### config.mk
export PLATFORM = sky130hd
export DESIGN_NAME = regfile_wb_ctrl
export DESIGN_NICKNAME = d
export VERILOG_FILES = /design/src/rtl/regfile_pkg.sv /design/src/rtl/rr_arb2.sv /design/src/rtl/regfile_wb_ctrl.sv
export SDC_FILE = /design/constraint.sdc
export NUM_CORES = 1
export LEC_CHECK = 0
export ABC_CLOCK_PERIOD_IN_PS = 3920
export CORE_ASPECT_RATIO = 0.7
export CORE_MARGIN = 2
export CORE_UTILIZATION = 46
export DETAILED_ROUTE_END_ITERATION = 16
export GPL_ROUTABILITY_DRIVEN = 0
export PLACE_DENSITY = 0.95
export SYNTH_ARGS = -nofsm -noshare
export SYNTH_HDL_FRONTEND = slang
export SYNTH_SLANG_ARGS = --single-unit
export TNS_END_PERCENT = 50
### constraint.sdc
create_clock -name clk -period 3.92 [get_ports clk]
set_input_delay 0.784 -clock clk [delete_from_list [all_inputs] [get_ports clk]]
set_output_delay 0.784 -clock clk [all_outputs]
set_load 0.01 [all_outputs]
### src/rtl/regfile_pkg.sv
// Shared constants and types for the register-file writeback controller.
// Holds the default widths and the requester identifiers.
package regfile_pkg;

    localparam int DATA_W_DFLT = 32;
    localparam int ADDR_W_DFLT = 5;
    localparam int NREG_DFLT   = 32;

    localparam int REQ_ALU = 0;
    localparam int REQ_MEM = 1;

    typedef enum logic {
        SRC_ALU = 1'b0,
        SRC_MEM = 1'b1
    } src_e;

    function automatic src_e other_src(input src_e s);
        return (s == SRC_ALU) ? SRC_MEM : SRC_ALU;
    endfunction

endpackage

### src/rtl/rr_arb2.sv
// Two-way round-robin arbiter for the ALU and load writeback ports.
// The priority flop names the requester that wins the next tie.
module rr_arb2
    import regfile_pkg::*;
(
    input  logic       clk,
    input  logic       rst_n,
    input  logic [1:0] req_i,
    output logic [1:0] gnt_o
);

    src_e prio_q;
    src_e prio_d;

    always_comb begin
        gnt_o  = 2'b00;
        prio_d = prio_q;
        unique case (1'b1)
            (req_i == 2'b11): begin
                if (prio_q == SRC_ALU) begin
                    gnt_o[REQ_ALU] = 1'b1;
                end else begin
                    gnt_o[REQ_MEM] = 1'b1;
                end
            end
            (req_i == 2'b01): gnt_o[REQ_ALU] = 1'b1;
            (req_i == 2'b10): gnt_o[REQ_MEM] = 1'b1;
            default:          gnt_o = 2'b00;
        endcase
        // A grant is always an acceptance: ready goes nowhere else.
        if (gnt_o[REQ_ALU]) begin
            prio_d = other_src(SRC_ALU);
        end else if (gnt_o[REQ_MEM]) begin
            prio_d = other_src(SRC_MEM);
        end
    end

    always_ff @(posedge clk or negedge rst_n) begin
        if (!rst_n) begin
            prio_q <= SRC_ALU;
        end else begin
            prio_q <= prio_d;
        end
    end

endmodule

### src/rtl/regfile_wb_ctrl.sv
// Writeback controller: arbitrates ALU and load results into one
// register-file write port and tracks pending destinations.
module regfile_wb_ctrl
    import regfile_pkg::*;
#(
    parameter int DATA_W = DATA_W_DFLT,
    parameter int ADDR_W = ADDR_W_DFLT,
    parameter int NREG   = NREG_DFLT
) (
    input  logic              clk,
    input  logic              rst_n,
    input  logic              alu_valid,
    output logic              alu_ready,
    input  logic [ADDR_W-1:0] alu_addr,
    input  logic [DATA_W-1:0] alu_data,
    input  logic              mem_valid,
    output logic              mem_ready,
    input  logic [ADDR_W-1:0] mem_addr,
    input  logic [DATA_W-1:0] mem_data,
    input  logic              rsv_valid,
    input  logic [ADDR_W-1:0] rsv_addr,
    input  logic [ADDR_W-1:0] chk_addr1,
    input  logic [ADDR_W-1:0] chk_addr2,
    output logic              hazard,
    output logic [ADDR_W-1:0] reg_write,
    output logic [DATA_W-1:0] wdata,
    output logic              write,
    output logic [NREG-1:0]   pending
);

    logic [1:0]        req;
    logic [1:0]        gnt;
    logic              accept;
    logic [ADDR_W-1:0] sel_addr;
    logic [DATA_W-1:0] sel_data;

    logic              write_q;
    logic              write_d;
    logic [ADDR_W-1:0] reg_write_q;
    logic [ADDR_W-1:0] reg_write_d;
    logic [DATA_W-1:0] wdata_q;
    logic [DATA_W-1:0] wdata_d;
    logic [NREG-1:0]   pending_q;
    logic [NREG-1:0]   pending_d;

    assign req[REQ_ALU] = alu_valid;
    assign req[REQ_MEM] = mem_valid;

    rr_arb2 u_arb (
        .clk   (clk),
        .rst_n (rst_n),
        .req_i (req),
        .gnt_o (gnt)
    );

    assign alu_ready = gnt[REQ_ALU];
    assign mem_ready = gnt[REQ_MEM];
    assign accept    = |gnt;

    always_comb begin
        sel_addr = '0;
        sel_data = '0;
        unique case (1'b1)
            gnt[REQ_ALU]: begin
                sel_addr = alu_addr;
                sel_data = alu_data;
            end
            gnt[REQ_MEM]: begin
                sel_addr = mem_addr;
                sel_data = mem_data;
            end
            default: begin
                sel_addr = '0;
                sel_data = '0;
            end
        endcase
    end

    always_comb begin
        write_d     = 1'b0;
        reg_write_d = reg_write_q;
        wdata_d     = wdata_q;
        if (accept) begin
            reg_write_d = sel_addr;
            wdata_d     = sel_data;
            write_d     = (sel_addr != '0);
        end
    end

    // Clear first so a reservation on the same edge wins.
    always_comb begin
        pending_d = pending_q;
        if (write_q) begin
            pending_d[reg_write_q] = 1'b0;
        end
        if (rsv_valid && (rsv_addr != '0)) begin
            pending_d[rsv_addr] = 1'b1;
        end
        pending_d[0] = 1'b0;
    end

    always_ff @(posedge clk or negedge rst_n) begin
        if (!rst_n) begin
            write_q     <= 1'b0;
            reg_write_q <= '0;
            wdata_q     <= '0;
            pending_q   <= '0;
        end else begin
            write_q     <= write_d;
            reg_write_q <= reg_write_d;
            wdata_q     <= wdata_d;
            pending_q   <= pending_d;
        end
    end

    assign write     = write_q;
    assign reg_write = reg_write_q;
    assign wdata     = wdata_q;
    assign pending   = pending_q;
    assign hazard    = pending_q[chk_addr1] | pending_q[chk_addr2];

endmodule

; After elaboration in Yosys (flattened, before gate mapping)
; Index checks and enable logic that the tools add are counted.
[word_totals]
ff_bits = 70
elab_cells = 44
[classes]
n_lt_le_gt_ge = 6
n_eq_ne = 3
n_mux = 19
n_bitwise = 4
n_reduce_logical = 7
[op_table]
columns = op, n
row1 = two-way mux 32 bit, 2
row2 = one-hot mux 32 bit (2 select lines), 1
row3 = AND 32 bit, 1
row4 = NOT 32 bit, 1
row5 = OR 32 bit, 1
row6 = < comparator 5 x 6 -> 1 bit (second input constant), 4
row7 = binary-select mux 1 bit (select 5 bit), 2
row8 = demux 1 bit (select 5 bit), 2
row9 = >= comparator 5 x 1 -> 1 bit (second input constant), 2
row10 = one-hot mux 5 bit (2 select lines), 1
row11 = nonzero test 5 bit, 2
row12 = two-way mux 1 bit, 9
row13 = equality test 2 bit (second input constant), 2
row14 = one-hot mux 1 bit (2 select lines), 2
row15 = logical AND 1 bit, 3
row16 = equality test 2 x 1 -> 1 bit (second input constant), 1
row17 = nonzero test 2 bit, 1
row18 = OR reduction 2 bit, 1
row19 = OR 1 bit, 1

; Longest topological paths before layout
[depth]
word_depth = 9
mapped_depth = 7

; Hierarchy
; From an unflattened synthesis, not the netlist that was laid out.
[unflattened]
cells_unflattened = 341
hier_area_um2 = 3488.3
[modules_own_cells]
columns = module, n_inst, cells_per_inst, area_each_um2, seq_area_each_um2
row1 = regfile_wb_ctrl, 1, 334, 3427.0, 1726.7
row2 = rr_arb2, 1, 7, 61.3, 25.0

; Worst setup path after synthesis
; OpenSTA, ideal clock, no wires.
[synth_timing]
path_type = input-to-output
start = input port chk_addr1[0]
end = output port hazard
arrival_time_ns = 2.132
required_ns = 3.136
path_slack_ns = 1.004
cell_stages = 6
n_path_buf = 1
cell_sequence = buf_2 mux4_2 mux2_2 a21oi_1 a41o_1 nand3_1
[synth_between]
elab_chain_cells = 3
[synth_rtl]
columns = item, line
row1 = start: declaration, regfile_wb_ctrl.sv:22  ; input logic [ADDR_W-1:0] chk_addr1,
row2 = binary-select mux 1 bit (select 5 bit), regfile_wb_ctrl.sv:120  ; assign hazard = pending_q[chk_addr1] | pending_q[chk_addr2];
row3 = two-way mux 1 bit (implied by the code), regfile_wb_ctrl.sv:120
row4 = OR 1 bit, regfile_wb_ctrl.sv:120
row5 = end: declaration, regfile_wb_ctrl.sv:24  ; output logic hazard,
; Every way passes these cells. The select of a mux whose other input is x is not followed.

; Final worst setup path
[layout_timing]
start = input port chk_addr2[1]
end = output port hazard
[layout_between]
elab_chain_cells = 3
[layout_rtl]
columns = item, line
row1 = start: declaration, regfile_wb_ctrl.sv:23  ; input logic [ADDR_W-1:0] chk_addr2,
row2 = binary-select mux 1 bit (select 5 bit), regfile_wb_ctrl.sv:120
row3 = two-way mux 1 bit (implied by the code), regfile_wb_ctrl.sv:120
row4 = OR 1 bit, regfile_wb_ctrl.sv:120
; Every way passes these cells. The select of a mux whose other input is x is not followed.

==> reports/results.txt <==
The floorplan step defined a core boundary enclosing 8006 sq um. From left edge to right edge, the die measures 113.6 um. The areal power density over the cells is 559.2 nW/um^2, and the internal portion of total power is 2.210 mW.

The buffer levels on the longest clock path is 2. Yosys instantiated no cell more often than sky130_fd_sc_hd__nor2_1. TritonCTS built the clock tree. The number of core rows was 27. At the worst endpoint, the required time is 3140 ps. The run gives 0.2641 GHz as the fmax. In this run, synthesis inferred 0 flip-flops with an integrated enable.

The count of input and output buffers is 165, and the total negative slack is 0 ps. The average footprint of a synthesized cell is 10.09 sq um, and the switching part of the total is 33.39%. The total overflow left after global routing is 0. The number of clock buffers added by TritonCTS is 9.

By area the synthesized netlist is led by sky130_fd_sc_hd__dfrtp_1, sky130_fd_sc_hd__mux2_2, sky130_fd_sc_hd__o21ai_0. The number of antenna diodes in the final layout is 0. The number of nets at the end of the flow is 641. Setup repair after global routing left no endpoint under its margin. The flow ran to the end, and the final reports show no timing, DRC or antenna violations.

The min-delay analysis places its worst path in the category in -> async. The number of hold violations in the final report is 0, and the layout cell share with drive strength beyond 1 is 14.52%. The number of global-route vias before repair was 4299.

Hold timing on the final database bottoms out at a slack of 518.8 ps. For this block, the initial DRC count from the detailed router was 437. The sequential share of the synthesized area came out at 45.32%. The tools report the peak supply drop as 0.0002759 V. For this configuration, the core starts out at a cell density of 48.27%. STA classifies the critical path startpoint as an input port. The final max-slew violation count was 0; the count of clock tree sinks was 70. The run gives 0 as the total of endpoints with negative setup slack in the final report.

The share of flip-flops with an asynchronous set or reset is 100.0%. The height of the die is 80.69 um, and the worst clock skew is 5.198 ps. The tools report the cell at the root of the clock tree as sky130_fd_sc_hd__clkbuf_16.

Dividing the detail-routed wire length by the instance count gives 21.20 um. Synthesis inferred 70 register bits. Counting instances in the post-synthesis netlist gives the leading cell types as sky130_fd_sc_hd__nor2_1, sky130_fd_sc_hd__dfrtp_1, sky130_fd_sc_hd__o21ai_0, sky130_fd_sc_hd__mux2_2, sky130_fd_sc_hd__o22ai_1. The share of the synthesized area in the top cell type was 45.32%. The time the final worst path needs with I/O delays and setup is 3787 ps. The most used flip-flop cell after synthesis is sky130_fd_sc_hd__dfrtp_1. Of all nets on the critical path, the largest fanout is 6. In this run the remaining antenna-violating nets after routing total 0. The netlist uses 33 different library cells.

During synthesis, Yosys emitted a total of 0 warnings. The number of hold buffers added after CTS was 0. The HPWL after detailed placement is 9717 um. For this block, the routed nets add up to 13820 um of wire. The run gives 3000 ps as the critical path arrival. The net switching power of the design is 1.108 mW, and the post-route fraction of the period consumed by the critical path is 96.60%. The count of max-cap constraint violations was 0. 167 I/O pins were placed. After detailed routing, the number of vias per cell comes to 6.250. The number of nets in the synthesized netlist is 477.

The first global-routing pass estimated 22040 um of wire. The tools report the type of element capturing the critical path as a primary output. The part of the power in registers was 36.9%. The final route contains 4075 vias.

The clock transition at the registers of the reported paths is 60 ps. The power share of the combinational group was 37.3%. Headroom to the max-slew limit came out at 49.22%.

The analysis attributes to cell leakage a power of 2.325 nW. The clock reaches the later pin of the worst-skew pair after 340 ps. The synthesis-to-finish area growth is 53.51%, and the slew at the pin closest to its max-slew limit is 761.7 ps.

The die outline area is 9163 sq um, and the post-detailed-route DRC marker count is 0. Once placement completed, the tool counted placed cells totaling 637. The clock tree synthesis step divided the H-tree into 3 levels.

Global routing used 31.57% of the available tracks. The number of antenna violations at the first check in global routing was 0; the first-pass iteration count of the detailed router was 5. In this run the cell area of the synthesized design comes to 3865 sq um. The tools report the non-filler instance count after layout as 652. Cell count after synthesis: 383. Largest area contributor in the netlist: sky130_fd_sc_hd__dfrtp_1.

The worst setup path is of the in -> out kind. Entering global routing, the biggest net connects 40 pins. The tools report the part of the power in the clock network as 25.8%.
==> layer usage <==
layer | track usage [%] | vias to the layer above | part of all wire [%]
li1 | - | 1754 | -
met1 | 35.22 | 1972 | 35
met2 | 53.71 | 277 | 50
met3 | 11.25 | 72 | 10
met4 | 16.46 | 0 | 4.9
met5 | 0 | - | 0
==> worst max-delay path, stage by stage <==
cell and delay (ps):
sky130_fd_sc_hd__clkdlybuf4s50_1 500, sky130_fd_sc_hd__buf_4 160, sky130_fd_sc_hd__nor2b_1 150, sky130_fd_sc_hd__a221oi_1 90, sky130_fd_sc_hd__a2111oi_0 580, sky130_fd_sc_hd__a311oi_2 90
sky130_fd_sc_hd__nand3_1 110, sky130_fd_sc_hd__clkdlybuf4s50_1 540
==> placed cells by master (no fill, tap or decap), types with 3 or more instances in the layout <==
cell type	count
sky130_fd_sc_hd__clkinv_2	3
sky130_fd_sc_hd__clkbuf_16	9
sky130_fd_sc_hd__o21ai_0	65
sky130_fd_sc_hd__o22ai_1	37
sky130_fd_sc_hd__a21oi_1	3
sky130_fd_sc_hd__mux4_2	8
sky130_fd_sc_hd__mux4_1	6
sky130_fd_sc_hd__nand2_1	6
sky130_fd_sc_hd__dlymetal6s2s_1	3
sky130_fd_sc_hd__inv_1	3
sky130_fd_sc_hd__dfrtp_1	70
sky130_fd_sc_hd__buf_4	12
sky130_fd_sc_hd__mux2i_1	3
sky130_fd_sc_hd__nand3b_1	12
sky130_fd_sc_hd__nand3_1	6
sky130_fd_sc_hd__nor2_1	79
sky130_fd_sc_hd__mux2_2	40
sky130_fd_sc_hd__clkdlybuf4s50_1	161
sky130_fd_sc_hd__or3b_2	4
==> what timing repair did <==
action                     CTS  global route
resized for setup            0             4
setup endpoints to repair    0             1
buffers inserted             0             0
==> metrics by stage <==
step	power (mW)	cell area, sq um	utilization [%]	worst slack [ps]
floorplan	1.640	3865	-	1004
CTS	3.290	5919	73.93	26.65
global route	3.456	5933	74.11	88.68
finish	3.318	5933	74.11	133.3
global placement	2.361	5615	70.14	67.56
detailed placement	2.422	5615	70.14	33.50
==> power by group through the flow <==
stage	clock [mW]	sequential, mW	combinational [mW]
6_report	0.856	1.23	1.24
5_1_grt	0.893	1.24	1.32
4_1_cts	0.860	1.20	1.23
3_5_place_dp	0	1.21	1.21
3_3_place_gp	0	1.20	1.16
2_1_floorplan	0	1.19	0.453
==> state kept, by name, indices dropped and copies added, names as in the netlist <==
signal        count
pending          31
u_arb.prio_q      1
wdata            32
reg_write         5
write             1
==> area by class of cell <==
type / count / area (sq um)
clock buffers: 10 / 229.0
clock inverters: 5 / 75.07
fillers: 526 / 2073
inverters: 3 / 11.26
multi-input cells: 286 / 1996
flip-flops and latches: 70 / 1752
well taps: 101 / 126.4
repair buffers: 177 / 1744
==> final timing paths <==
path,end,slack [ps],startpoint,depth (start not counted)
max,hazard,130,chk_addr2[1],8
min,wdata[24]$_DFFE_PN0P_,520,rst_n,1
max reg2reg,pending[8]$_DFF_PN0_,2410,reg_write[0]$_DFFE_PN0P_,3
min reg2reg,u_arb.prio_q$_DFFE_PN0P_,530,u_arb.prio_q$_DFFE_PN0P_,2
max in group asynchronous,pending[6]$_DFF_PN0_,2420,rst_n,2
min in group clk,u_arb.prio_q$_DFFE_PN0P_,530,u_arb.prio_q$_DFFE_PN0P_,2
==> logic make-up (layout without fill, tap and decap cells) <==
| kind of cell | after synthesis | count (layout) | synth area share (%) |
|---|---|---|---|
| simple gates | 116 | 116 | 13.92 |
| compound gates | 112 | 112 | 16.28 |
| flops | 70 | 70 | 45.32 |
| mux | 57 | 57 | 21.17 |
| buf+inv | 27 | 195 | 3.205 |
| other cells | 1 | 1 | 0.09703 |
Note: power is estimated with default switching activity, not from simulation.
